===== src/rtl/key_event_decoder_pkg.sv =====
// Shared types and default timing for the key event decoder.
// - state_e: FSM state encoding (3 bits).
// - Def*: default timing constants for the 50 MHz board clock (1 ms tick).
package key_event_decoder_pkg;

  typedef enum logic [2:0] {
    StIdle  = 3'd0,
    StDown1 = 3'd1,
    StLong  = 3'd2,
    StWait2 = 3'd3,
    StDown2 = 3'd4
  } state_e;

  localparam int unsigned DefTickCyc  = 50000;
  localparam int unsigned DefLongTk   = 1000;
  localparam int unsigned DefRepeatTk = 200;
  localparam int unsigned DefDclickTk = 300;
  localparam int unsigned DefTkW      = 16;

endpackage


===== src/rtl/key_event_decoder_tick_gen.sv =====
// Millisecond tick generator with a saturating tick counter.
// Ports:
//   clk    in   system clock
//   rst    in   synchronous active-high reset
//   clr    in   synchronous clear of prescaler and tick counter
//   tick   out  high for one cycle every TICK_CYC cycles after a clear
//   tk_cnt out  number of ticks since the last clear, saturating
module tick_gen #(
  parameter int unsigned TICK_CYC = 50000,
  parameter int unsigned TK_W     = 16
) (
  input  logic            clk,
  input  logic            rst,
  input  logic            clr,
  output logic            tick,
  output logic [TK_W-1:0] tk_cnt
);

  localparam int unsigned PreW = $clog2(TICK_CYC);
  localparam logic [PreW-1:0] PreLast = PreW'(TICK_CYC - 1);

  logic [PreW-1:0] pre_q, pre_d;
  logic [TK_W-1:0] cnt_q, cnt_d;

  // Tick is decoded from the register so it lines up with the edge on which
  // the counter advances; the consumer can act on "counter reaches X" there.
  assign tick   = (pre_q == PreLast);
  assign tk_cnt = cnt_q;

  always_comb begin
    pre_d = pre_q;
    cnt_d = cnt_q;
    if (clr) begin
      pre_d = '0;
      cnt_d = '0;
    end else if (tick) begin
      pre_d = '0;
      if (cnt_q != '1) begin
        cnt_d = cnt_q + 1'b1;
      end
    end else begin
      pre_d = pre_q + 1'b1;
    end
  end

  always_ff @(posedge clk) begin
    if (rst) begin
      pre_q <= '0;
      cnt_q <= '0;
    end else begin
      pre_q <= pre_d;
      cnt_q <= cnt_d;
    end
  end

endmodule


===== src/rtl/key_event_decoder.sv =====
// Turns a debounced active-low key level into one-cycle event pulses.
// Ports:
//   clk          in   system clock
//   rst          in   synchronous active-high reset
//   key_n        in   debounced key level, 0 = pressed
//   short_press  out  one-cycle pulse
//   double_press out  one-cycle pulse
//   long_press   out  one-cycle pulse
//   repeat_pulse out  one-cycle pulse while held past the long-press time
//   key_held     out  level, high in DOWN1, LONG or DOWN2
module key_event_decoder
  import key_event_decoder_pkg::*;
#(
  parameter int unsigned TICK_CYC  = DefTickCyc,
  parameter int unsigned LONG_TK   = DefLongTk,
  parameter int unsigned REPEAT_TK = DefRepeatTk,
  parameter int unsigned DCLICK_TK = DefDclickTk,
  parameter bit          DCLICK_EN = 1'b1,
  parameter int unsigned TK_W      = DefTkW
) (
  input  logic clk,
  input  logic rst,
  input  logic key_n,
  output logic short_press,
  output logic double_press,
  output logic long_press,
  output logic repeat_pulse,
  output logic key_held
);

  // A limit of L expires on the edge where the counter steps from L-1 to L.
  localparam logic [TK_W-1:0] LongLast   = TK_W'(LONG_TK - 1);
  localparam logic [TK_W-1:0] RepeatLast = TK_W'(REPEAT_TK - 1);
  localparam logic [TK_W-1:0] DclickLast = TK_W'(DCLICK_TK - 1);

  state_e state_q, state_d;
  logic   key_q;
  logic   press_edge, release_edge;
  logic   tick, timer_clr;
  logic [TK_W-1:0] tk_cnt;
  logic   long_to, repeat_to, dclick_to;
  logic   short_d, double_d, long_d, repeat_d;
  logic   short_q, double_q, long_q, repeat_q;

  // key_q resets to 0 so a key held through reset never looks like a new press.
  assign press_edge   = key_q & ~key_n;
  assign release_edge = ~key_q & key_n;

  assign long_to   = tick && (tk_cnt == LongLast);
  assign repeat_to = tick && (tk_cnt == RepeatLast);
  assign dclick_to = tick && (tk_cnt == DclickLast);

  tick_gen #(
    .TICK_CYC (TICK_CYC),
    .TK_W     (TK_W)
  ) u_tick_gen (
    .clk    (clk),
    .rst    (rst),
    .clr    (timer_clr),
    .tick   (tick),
    .tk_cnt (tk_cnt)
  );

  // Edge events are tested before timeouts so coincidences resolve to the
  // release (DOWN1, LONG) or to the press (WAIT2).
  always_comb begin
    state_d  = state_q;
    short_d  = 1'b0;
    double_d = 1'b0;
    long_d   = 1'b0;
    repeat_d = 1'b0;
    unique case (state_q)
      StIdle: begin
        if (press_edge) begin
          state_d = StDown1;
        end
      end
      StDown1: begin
        if (release_edge) begin
          if (DCLICK_EN) begin
            state_d = StWait2;
          end else begin
            state_d = StIdle;
            short_d = 1'b1;
          end
        end else if (long_to) begin
          state_d = StLong;
          long_d  = 1'b1;
        end
      end
      StLong: begin
        if (release_edge) begin
          state_d = StIdle;
        end else if (repeat_to) begin
          repeat_d = 1'b1;
        end
      end
      StWait2: begin
        if (press_edge) begin
          state_d  = StDown2;
          double_d = 1'b1;
        end else if (dclick_to) begin
          state_d = StIdle;
          short_d = 1'b1;
        end
      end
      StDown2: begin
        if (release_edge) begin
          state_d = StIdle;
        end
      end
      default: state_d = StIdle;
    endcase
  end

  assign timer_clr = (state_d != state_q) || repeat_d;

  always_ff @(posedge clk) begin
    if (rst) begin
      state_q  <= StIdle;
      key_q    <= 1'b0;
      short_q  <= 1'b0;
      double_q <= 1'b0;
      long_q   <= 1'b0;
      repeat_q <= 1'b0;
    end else begin
      state_q  <= state_d;
      key_q    <= key_n;
      short_q  <= short_d;
      double_q <= double_d;
      long_q   <= long_d;
      repeat_q <= repeat_d;
    end
  end

  assign short_press  = short_q;
  assign double_press = double_q;
  assign long_press   = long_q;
  assign repeat_pulse = repeat_q;
  assign key_held     = (state_q == StDown1) || (state_q == StLong) || (state_q == StDown2);

endmodule


===== config.mk =====
export PLATFORM = sky130hd
export DESIGN_NAME = key_event_decoder
export DESIGN_NICKNAME = d
export VERILOG_FILES = /design/src/rtl/key_event_decoder_pkg.sv /design/src/rtl/key_event_decoder_tick_gen.sv /design/src/rtl/key_event_decoder.sv
export SDC_FILE = /design/constraint.sdc
export NUM_CORES = 1
export LEC_CHECK = 0
export CAP_MARGIN = 20
export CORE_AREA = 2 2 78 80
export CTS_CLUSTER_SIZE = 16
export DETAILED_ROUTE_END_ITERATION = 12
export DIE_AREA = 0 0 80 82
export DONT_BUFFER_PORTS = 1
export GPL_TIMING_DRIVEN = 0
export SLEW_MARGIN = 20
export SYNTH_ARGS = -nofsm -noshare
export SYNTH_HDL_FRONTEND = slang
export SYNTH_HIERARCHICAL = 1
export SYNTH_SLANG_ARGS = --single-unit

===== constraint.sdc =====
create_clock -name clk -period 3.3 [get_ports clk]
set_clock_uncertainty 0.15 [all_clocks]
set_input_delay 0.495 -clock clk [delete_from_list [all_inputs] [get_ports clk]]
set_output_delay 0.495 -clock clk [all_outputs]
set_load 0.02 [all_outputs]

======== Word level (Yosys, flattened, before mapping) ========
Cells that the tools add are included.
word-level totals
  output and inout port bits .............. 5
  bits in registers ....................... 40
operators by class
  reduce and logical (&&, ||, !) cells .... 14
  bitwise gates (word level) .............. 6
  equality and inequality tests ........... 10
  $add $sub $neg .......................... 2
  multiplexer cells ....................... 13
operators with widths
  kind                                                    count
  adder 16 x 1 -> 16 bit (second input constant)          2
  2-to-1 mux 3 bit                                        6
  equality test 16 x 10 -> 1 bit (second input constant)  1
  equality test 16 bit (second input constant)            1
  equality test 16 x 8 -> 1 bit (second input constant)   1
  equality test 16 x 9 -> 1 bit (second input constant)   1
  inequality test 16 bit (second input constant)          1
  case mux 3 bit (4 select lines)                         1
  OR reduction 3 bit                                      3
  equality test 3 x 2 -> 1 bit (second input constant)    2
  2-to-1 mux 1 bit                                        6
  OR reduction 2 bit                                      3
  NOT 1 bit                                               4
  equality test 3 x 1 -> 1 bit (second input constant)    1
  equality test 3 bit (second input constant)             1
  logical AND 1 bit                                       3
  logical NOT 3 bit                                       1
  logical OR 1 bit                                        3
  inequality test 3 bit                                   1
  bitwise AND 1 bit                                       2
  AND reduction 2 bit                                     1

======== Logic depth before layout (Yosys ltp) ========
Gate-level depths: netlist of the first run.
  word-level depth ........................ 8
  mapped depth ............................ 14
  mapped depth without buffers ............ 13

======== By module ========
The synthesis of the first run kept the hierarchy.
modules (own cells, without submodules)
  module             area an instance (sq um)  instances  seq. area each (sq um)  cells an instance
  tick_gen           1,680.4                   1          640.6                   191
  key_event_decoder  499.2                     1          160.2                   63

======== Worst setup path before layout of the first run ========
No wires, ideal clock.
  kind .................................... register to register
  start point ............................. register u_tick_gen.pre_q[0]
  end point ............................... register u_tick_gen.pre_q[10]
  library setup time ...................... 0.128 ns
  data required time ...................... 3.022 ns
  data arrival time ....................... 2.591 ns
  period minus slack after synthesis ...... 2.868 ns
  slack ................................... 0.432 ns
  cell stages (with the launch flop) ...... 14
  buffers on the path ..................... 2
  cells stage by stage .................... dfxtp_1 > ha_1 > and3_1 > buf_2 > nand4_4 > inv_2 > nand2b_1 > or4_4 > o2bb2ai_1 > o2111ai_1 > nor2_1 > nand2_1 > clkbuf_1 > nor2_1
between the ends
  cells in the longest elaborated chain, start to end .. 8
ends and longest elaborated chain
  item                                         line                                               text
  start, declared                              key_event_decoder_tick_gen.sv:22                   logic [PreW-1:0] pre_q, pre_d;
  start signal, assigned                       key_event_decoder_tick_gen.sv:51                   pre_q <= pre_d;
  equality test 16 bit *                       key_event_decoder_tick_gen.sv:27                   assign tick = (pre_q == PreLast);
  net tick                                     key_event_decoder.sv:39                            logic tick, timer_clr;
  logical AND 1 bit, on equally long branches  key_event_decoder.sv:51, key_event_decoder.sv:49
  2-to-1 mux 3 bit, on equally long branches   key_event_decoder.sv:102, key_event_decoder.sv:86
  2-to-1 mux 3 bit, on equally long branches   key_event_decoder.sv:99, key_event_decoder.sv:79
  case mux 3 bit (4 select lines)              key_event_decoder.sv:72                            unique case (state_q)
  inequality test 3 bit                        key_event_decoder.sv:116                           assign timer_clr = (state_d != state_q) || repeat_d;
  logical OR 1 bit *                           key_event_decoder.sv:116
  net timer_clr                                key_event_decoder.sv:39
  OR reduction 3 bit (no line) *               -
Mark *: on every way through the listed nets, which the timed path passes. The rest lies on a longest branch.
A chain may end at the register's enable or synchronous reset.

======== Final worst setup path of the first run ========
  start point ............................. register u_tick_gen.pre_q[0]
  end point ............................... register u_tick_gen.pre_q[9]
Same word-level chain as after synthesis.

==> run_results.csv, run 1 <==
group,metric,value,unit
floorplan,row_count,28,
cells_and_area,drive_gt1_share,13.2,%
placed_design,place_area,2270,µm²
synthesis,synth_seq_cells,40,
worst_setup_path,crit_family,"simple AND/OR/NAND/NOR gates",
pwr,leakage,0.811,nW
pwr,ir_drop,173,µV
drt,first_pass_iters,4,
synthesis,syn-cell-area,2180,µm²
clocking,clkLatencyLatePin,290,ps
placed_design,dpl_worst_slack,-134,ps
drt,vias,1884,
cells_and_area,nets,269,
floorplan,die_w,80,µm
clocking,cts_made_buffers,5,
sta,fin_hold_ws,115,ps
synthesis,yosysUniqueCellTypes,47,
placed_design,gp_congestion,0.835,
drt,drc_errors,0,
clocking,clock-sinks,40,
synthesis,synth_top_area_share,36.7,%
floorplan,io_pins,8,
clocking,hold_buffers,0,
worst_setup_path,path_cells,"ha_1, and3_1, buf_2, nand4_4, inv_2, nand2b_1, or4_4, o2bb2ai_1, o2111ai_1, nor2_2, nand2_2, clkbuf_4, nor2_1",
drt,finalWirelength,4.75,mm
grt,antenna_found_initial,0,
drt,drt_iter0_markers,113,
synthesis,yosys_warnings,6,
floorplan,die_h,82,µm
worst_setup_path,worstPathArrival,3090,ps
sta,timing.final.crit_period,3050,ps
placed_design,port-buffer-count,0,
cells_and_area,antenna_cells,0,
floorplan,core_area,5750,µm²
grt,grtUsageTotal,15.7,%
sta,slew-limit-headroom,64.2,%
sta,hold_violations,0,
synthesis,syn_avg_cell_area,8.58,µm²
grt,grt_pass1_wl,8.07,mm
worst_setup_path,path_class,"register to register",
clocking,root_buffer,"clkbuf_8",
worst_setup_path,cpMaxStageDelayCell,"or4_4",
sta,drv_slew,0,
sta,fin_crit_sh,92.4,%
synthesis,synth.area.top_cells,"dfxtp_1 (37%), mux2i_1 (5.5%), nand2_1 (4.6%), nor2_1 (4.5%), or3_1 (4.3%)",
cells_and_area,postLayoutCellArea,2420,µm²
sta,finalWorstSetupSlack,251,ps
clocking,clockBufferDepth,2,
drt,postRouteAntennaNets,0,
min_path,min_path_type,"primary input to register",
synthesis,synthesis.nets,259,
clocking,cts_tree,"done",
synthesis,yosys.area.top_type,"dfxtp_1",
worst_setup_path,endpoint_kind,"register",
sta,setup_violations,0,
sta,worst_pin_slew,532,ps
run_status,outcome,"finished, final reports clean",
grt,overflow,0,
synthesis,async_reset_ff_share,0,%
flow_run,drv_cap,0,
grt,grt_pass1_vias,1668,
sta,fmax,0.328,GHz
synthesis,synth_edf_count,0,
worst_setup_path,slowest_delay,570,ps
synthesis,ys_seq_area_share,36.7,%
synthesis,syn-instance-count,254,
pwr,pwr_density_cell,391,nW/µm²
drt,viasPerCell,5.54,
drt,avgRoutedWirePerCell,14.0,µm
synthesis,synthFlopType,"dfxtp_1",
sta,rsz0062_at_grt,"no",
worst_setup_path,critPathBufInv,3,
worst_setup_path,crit_fanout,10,
grt,grt_max_degree,14,
floorplan,start_util,37.9,%
worst_setup_path,reg2reg_slack,250,ps
worst_setup_path,start_kind,"register",
cells_and_area,syn_to_final_growth,11.0,%
floorplan,die_area,6560,µm²
placed_design,dp_hpwl,3.27,mm
worst_setup_path,cp_data_required_time,3340,ps
clocking,htree_levels,2,
clocking,clkTransAtPathRegs,80,ps
-- sequential cells by signal, summed over array words and instances (netlist names) --
name and cells:
state_q 3, repeat_pulse 1, double_press 1, u_tick_gen/tk_cnt 16, short_press 1, u_tick_gen/pre_q 16, long_press 1, key_q 1
-- synth_stat cells, types with 2 or more instances --
library cell and n:
a21oi_1 9, and2_1 3, and3_1 4, and4_1 7, buf_1 2, buf_2 3, clkbuf_1 8, dfxtp_1 40
ha_1 2, inv_1 3, inv_2 2, mux2i_1 12, nand2_1 27, nand3_1 13, nand3b_1 2, nand4_1 10
nand4b_1 3, nor2_1 26, nor2b_1 2, nor3_1 4, nor4_1 6, nor4_2 6, nor4b_4 2, o21ai_0 5
o22ai_1 2, o31ai_1 2, or3_1 15, or4_1 3, or4_4 2, xnor2_1 3, xor2_1 10
-- metrics by stage --
| stage | cells | utilization, % | total power, mW | TNS [ps] |
|---|---|---|---|---|
| 3_5_place_dp | 329 | 39.6 | 0.553 | -1260 |
| 6_report | 340 | 42.1 | 0.945 | 0 |
| 2_1_floorplan | 254 | - | 0.541 | 0 |
| 5_1_grt | 340 | 42.1 | 0.994 | 0 |
| 4_1_cts | 337 | 41.5 | 0.959 | 0 |
| 3_3_place_gp | 329 | 39.6 | 0.553 | -1560 |
-- worst reg2reg max path, stage by stage (launching register included) --
cell       delay (ps)
dfxtp_1           380
ha_1              190
and3_1            150
buf_2             190
nand4_4           150
inv_2             140
nand2b_1          110
or4_4             570
o2bb2ai_1         150
o2111ai_1         160
nor2_2            160
nand2_2           160
clkbuf_4          220
nor2_1             70
-- placed cells by master (no fill, tap or decap), types with 4 or more instances in the layout --
cell / Yosys / layout
clkbuf_8: 0 / 5
nor2_1: 26 / 25
nand2_1: 27 / 26
dfxtp_1: 40 / 40
nand3_1: 13 / 13
nor4_2: 6 / 6
nand4_1: 10 / 10
and4_1: 7 / 7
nor3_1: 4 / 4
o21ai_0: 5 / 5
a21oi_1: 9 / 9
or3_1: 15 / 15
and3_1: 4 / 4
clkbuf_1: 8 / 5
mux2i_1: 12 / 12
nor4_1: 6 / 6
xor2_1: 10 / 10
-- logic make-up (layout without fill, tap and decap cells) --
| kind of cell | Yosys count | after routing | synth area share, % |
|---|---|---|---|
| AOI/OAI and AO/OA | 24 | 24 | 6.77 |
| muxes | 12 | 12 | 5.51 |
| buffers and inverters | 19 | 30 | 3.79 |
| and+or+nand+nor | 144 | 144 | 40.8 |
| adders and majority gates | 2 | 2 | 1.15 |
| xor gates and xnor gates | 13 | 13 | 5.22 |
| DFF | 40 | 40 | 36.7 |
-- report_power, final --
group	total [mW]	internal [mW]	switching [mW]
clock network	0.401	0.224	0.177
registers	0.492	0.488	0.00463
logic	0.0515	0.0194	0.0321
total	0.945	0.731	0.214
-- area by class of cell --
| type | count | area, µm² |
|---|---|---|
| clock buffer | 5 | 68.8 |
| fill | 565 | 3330 |
| timing repair buffer | 3 | 22.5 |
| multi-input combinational | 195 | 1300 |
| inverter | 5 | 18.8 |
| buffer | 14 | 70.1 |
| clock inverter | 3 | 42.5 |
| sequential | 40 | 801 |
| tap | 75 | 93.8 |
-- what timing repair did --
item	4_1_cts	5_1_grt
setup endpoints to repair	10	21
gates cloned	0	0
buffers inserted	0	3
gates resized for setup	1	8
-- metal layers --
metal	vias to the layer above	share of wire, %	global-route usage, %	wire length [µm]
met3	4	3.4	3.63	162
met1	889	50	21.5	2380
met4	0	1.0	5.42	48
li1	948	-	-	-
met5	-	0	0	0
met2	43	45	24.3	2160
-- final timing paths --
| path | cells past startpoint | startpoint | endpoint |
|---|---|---|---|
| worst min register to register | 1 | u_tick_gen/pre_q[0]$_SDFF_PP0_ | u_tick_gen/pre_q[0]$_SDFF_PP0_ |
| worst min-delay path | 1 | rst | state_q[2]$_SDFF_PP0_ |
| worst max-delay path | 13 | u_tick_gen/pre_q[0]$_SDFF_PP0_ | u_tick_gen/pre_q[9]$_SDFF_PP0_ |
| worst max register to register | 13 | u_tick_gen/pre_q[0]$_SDFF_PP0_ | u_tick_gen/pre_q[9]$_SDFF_PP0_ |
(Power assumes the default switching activity.)
==> run 2: changes to the inputs <==
--- a/config.mk
+++ b/config.mk
@@ -12,6 +12,7 @@
 export DIE_AREA = 0 0 80 82
 export DONT_BUFFER_PORTS = 1
 export GPL_TIMING_DRIVEN = 0
+export REMOVE_ABC_BUFFERS = 1
 export SLEW_MARGIN = 20
 export SYNTH_ARGS = -nofsm -noshare
 export SYNTH_HDL_FRONTEND = slang
==> run_results.csv, run 2 (synthesized netlist as in run 1, its figures left out) <==
group,metric,value,unit
sta,fmax,0.326,GHz
grt,antenna_found_initial,0,
sta,hold_violations,0,
floorplan,die_area,6560,µm²
clocking,hold_buffers,0,
clocking,cts_made_buffers,5,
floorplan,die_h,82,µm
min_path,hold_depth,1,
grt,grt_pass1_wl,7.78,mm
drt,drt_iter0_markers,77,
placed_design,port-buffer-count,0,
drt,postRouteAntennaNets,0,
grt,grt_pass1_vias,1679,
drt,viasPerCell,5.52,
sta,fin_hold_ws,116,ps
pwr,power.switching,217,µW
run_status,outcome,"finished, final reports clean",
drt,first_pass_iters,4,
pwr,leakage,0.786,nW
pwr,ir_drop,228,µV
pwr,switching_share,22.3,%
pwr,seqPwrFrac,50.8,%
drt,avgRoutedWirePerCell,13.7,µm
worst_setup_path,crit_fanout,13,
drt,vias,1801,
worst_setup_path,cp_num_cells,12,
worst_setup_path,endpoint_kind,"register",
cells_and_area,syn_to_final_growth,9.82,%
min_path,min_path_type,"primary input to register",
clocking,cts_tree,"done",
clocking,clkLatencyLatePin,290,ps
sta,worst_pin_slew,638,ps
grt,grtUsageTotal,15.0,%
cells_and_area,utilization,41.7,%
cells_and_area,antenna_cells,0,
drt,dr.max_layer_used,"met4",
sta,slew-limit-headroom,57.4,%
drt,route.met2.wl,2.01,mm
floorplan,core_area,5750,µm²
worst_setup_path,cpMaxStageDelayCell,"or4_4",
floorplan,row_count,28,
sta,setup_violations,0,
sta,fin_crit_sh,92.9,%
worst_setup_path,worstPathArrival,3100,ps
floorplan,io_pins,8,
pwr,p_comb_share,5.2,%
pwr,internal_power,757,µW
worst_setup_path,cp_data_required_time,3330,ps
flow_run,drv_cap,0,
worst_setup_path,crit_family,"simple AND/OR/NAND/NOR gates",
cells_and_area,nets,255,
drt,finalWirelength,4.45,mm
grt,grt_max_degree,22,
placed_design,gp_congestion,0.840,
worst_setup_path,path_cells,"ha_1, and3_1, nand4_4, inv_2, nand2b_1, or4_4, o2bb2ai_1, o2111ai_2, nor2_4, buf_12, nand2_1, mux2i_1",
placed_design,dp_hpwl,3.04,mm
worst_setup_path,start_kind,"register",
worst_setup_path,path_class,"register to register",
clocking,htree_levels,2,
worst_setup_path,rr_worst_depth,12,
pwr,pwr_density_cell,407,nW/µm²
cells_and_area,final_cell_mix,"dfxtp_1 (40), nand2_1 (26), nor2_1 (25), or3_1 (15), nand3_1 (13)",
clocking,clock-sinks,40,
sta,timing.final.crit_period,3070,ps
cells_and_area,final_common_cell,"dfxtp_1",
worst_setup_path,critPathBufInv,2,
pwr,finalPower,974,µW
grt,overflow,0,
cells_and_area,drive_gt1_share,12.0,%
sta,drv_slew,0,
pwr,clockPowerShare,44.0,%
worst_setup_path,slowest_delay,580,ps
cells_and_area,fillers,592,
clocking,clkTransAtPathRegs,80,ps
floorplan,die_w,80,µm
drt,wl_met3,110,µm
drt,wl_met1,2.26,mm
sta,rsz0062_at_grt,"no",
drt,drc_errors,0,
floorplan,start_util,37.9,%
clocking,root_buffer,"clkbuf_8",
clocking,clockBufferDepth,2,
run 2: metal layers:
layer	up-vias	global-route usage [%]
met5	-	0
met4	0	5.76
met1	855	19.5
met2	17	24.0
li1	921	-
met3	8	3.63
run 2: power groups by stage:
stage	Sequential, mW	Combinational [mW]	Clock [mW]
6_report	0.495	0.0502	0.429
5_1_grt	0.496	0.0561	0.468
4_1_cts	0.495	0.0464	0.442
3_5_place_dp	0.506	0.0436	0
3_3_place_gp	0.506	0.0417	0
2_1_floorplan	0.504	0.0335	0
run 2: area by class of cell:
cell class	instances	area (µm²)	share of cell area, %
Clock inverter	2	38.8	1.62
Timing Repair Buffer	3	35.0	1.46
Clock buffer	6	82.6	3.45
Inverter	5	18.8	0.784
Tap cell	75	93.8	3.92
Sequential cell	40	801	33.5
Multi-Input combinational cell	195	1320	55.3
run 2: path summary, 6_finish.rpt:
| check | from | to | slack, ps |
|---|---|---|---|
| hold / removal | rst | state_q[2]$_SDFF_PP0_ | 120 |
| setup reg to reg | u_tick_gen/pre_q[0]$_SDFF_PP0_ | u_tick_gen/tk_cnt[6]$_SDFFE_PP0P_ | 230 |
| setup / recovery | u_tick_gen/pre_q[0]$_SDFF_PP0_ | u_tick_gen/tk_cnt[6]$_SDFFE_PP0P_ | 230 |
| hold reg to reg | u_tick_gen/pre_q[0]$_SDFF_PP0_ | u_tick_gen/pre_q[0]$_SDFF_PP0_ | 320 |
run 2: per-stage QoR:
step                area (µm²)  TNS [ps]  cells  setup slack, ps
floorplan                 2120         0    240              138
global placement          2210    -19630    315             -996
detailed placement        2220    -21330    316            -1060
CTS                       2370         0    325              210
global route              2390         0    326             38.8
finish                    2390         0    326              233
run 2: repair_timing:
| action | 4_1_cts | 5_1_grt |
|---|---|---|
| setup buffers | 1 | 1 |
| resized for setup | 5 | 0 |
| pin swaps | 1 | 1 |
| hold endpoints to repair | 0 | 0 |
| endpoints found under the setup margin | 30 | 10 |
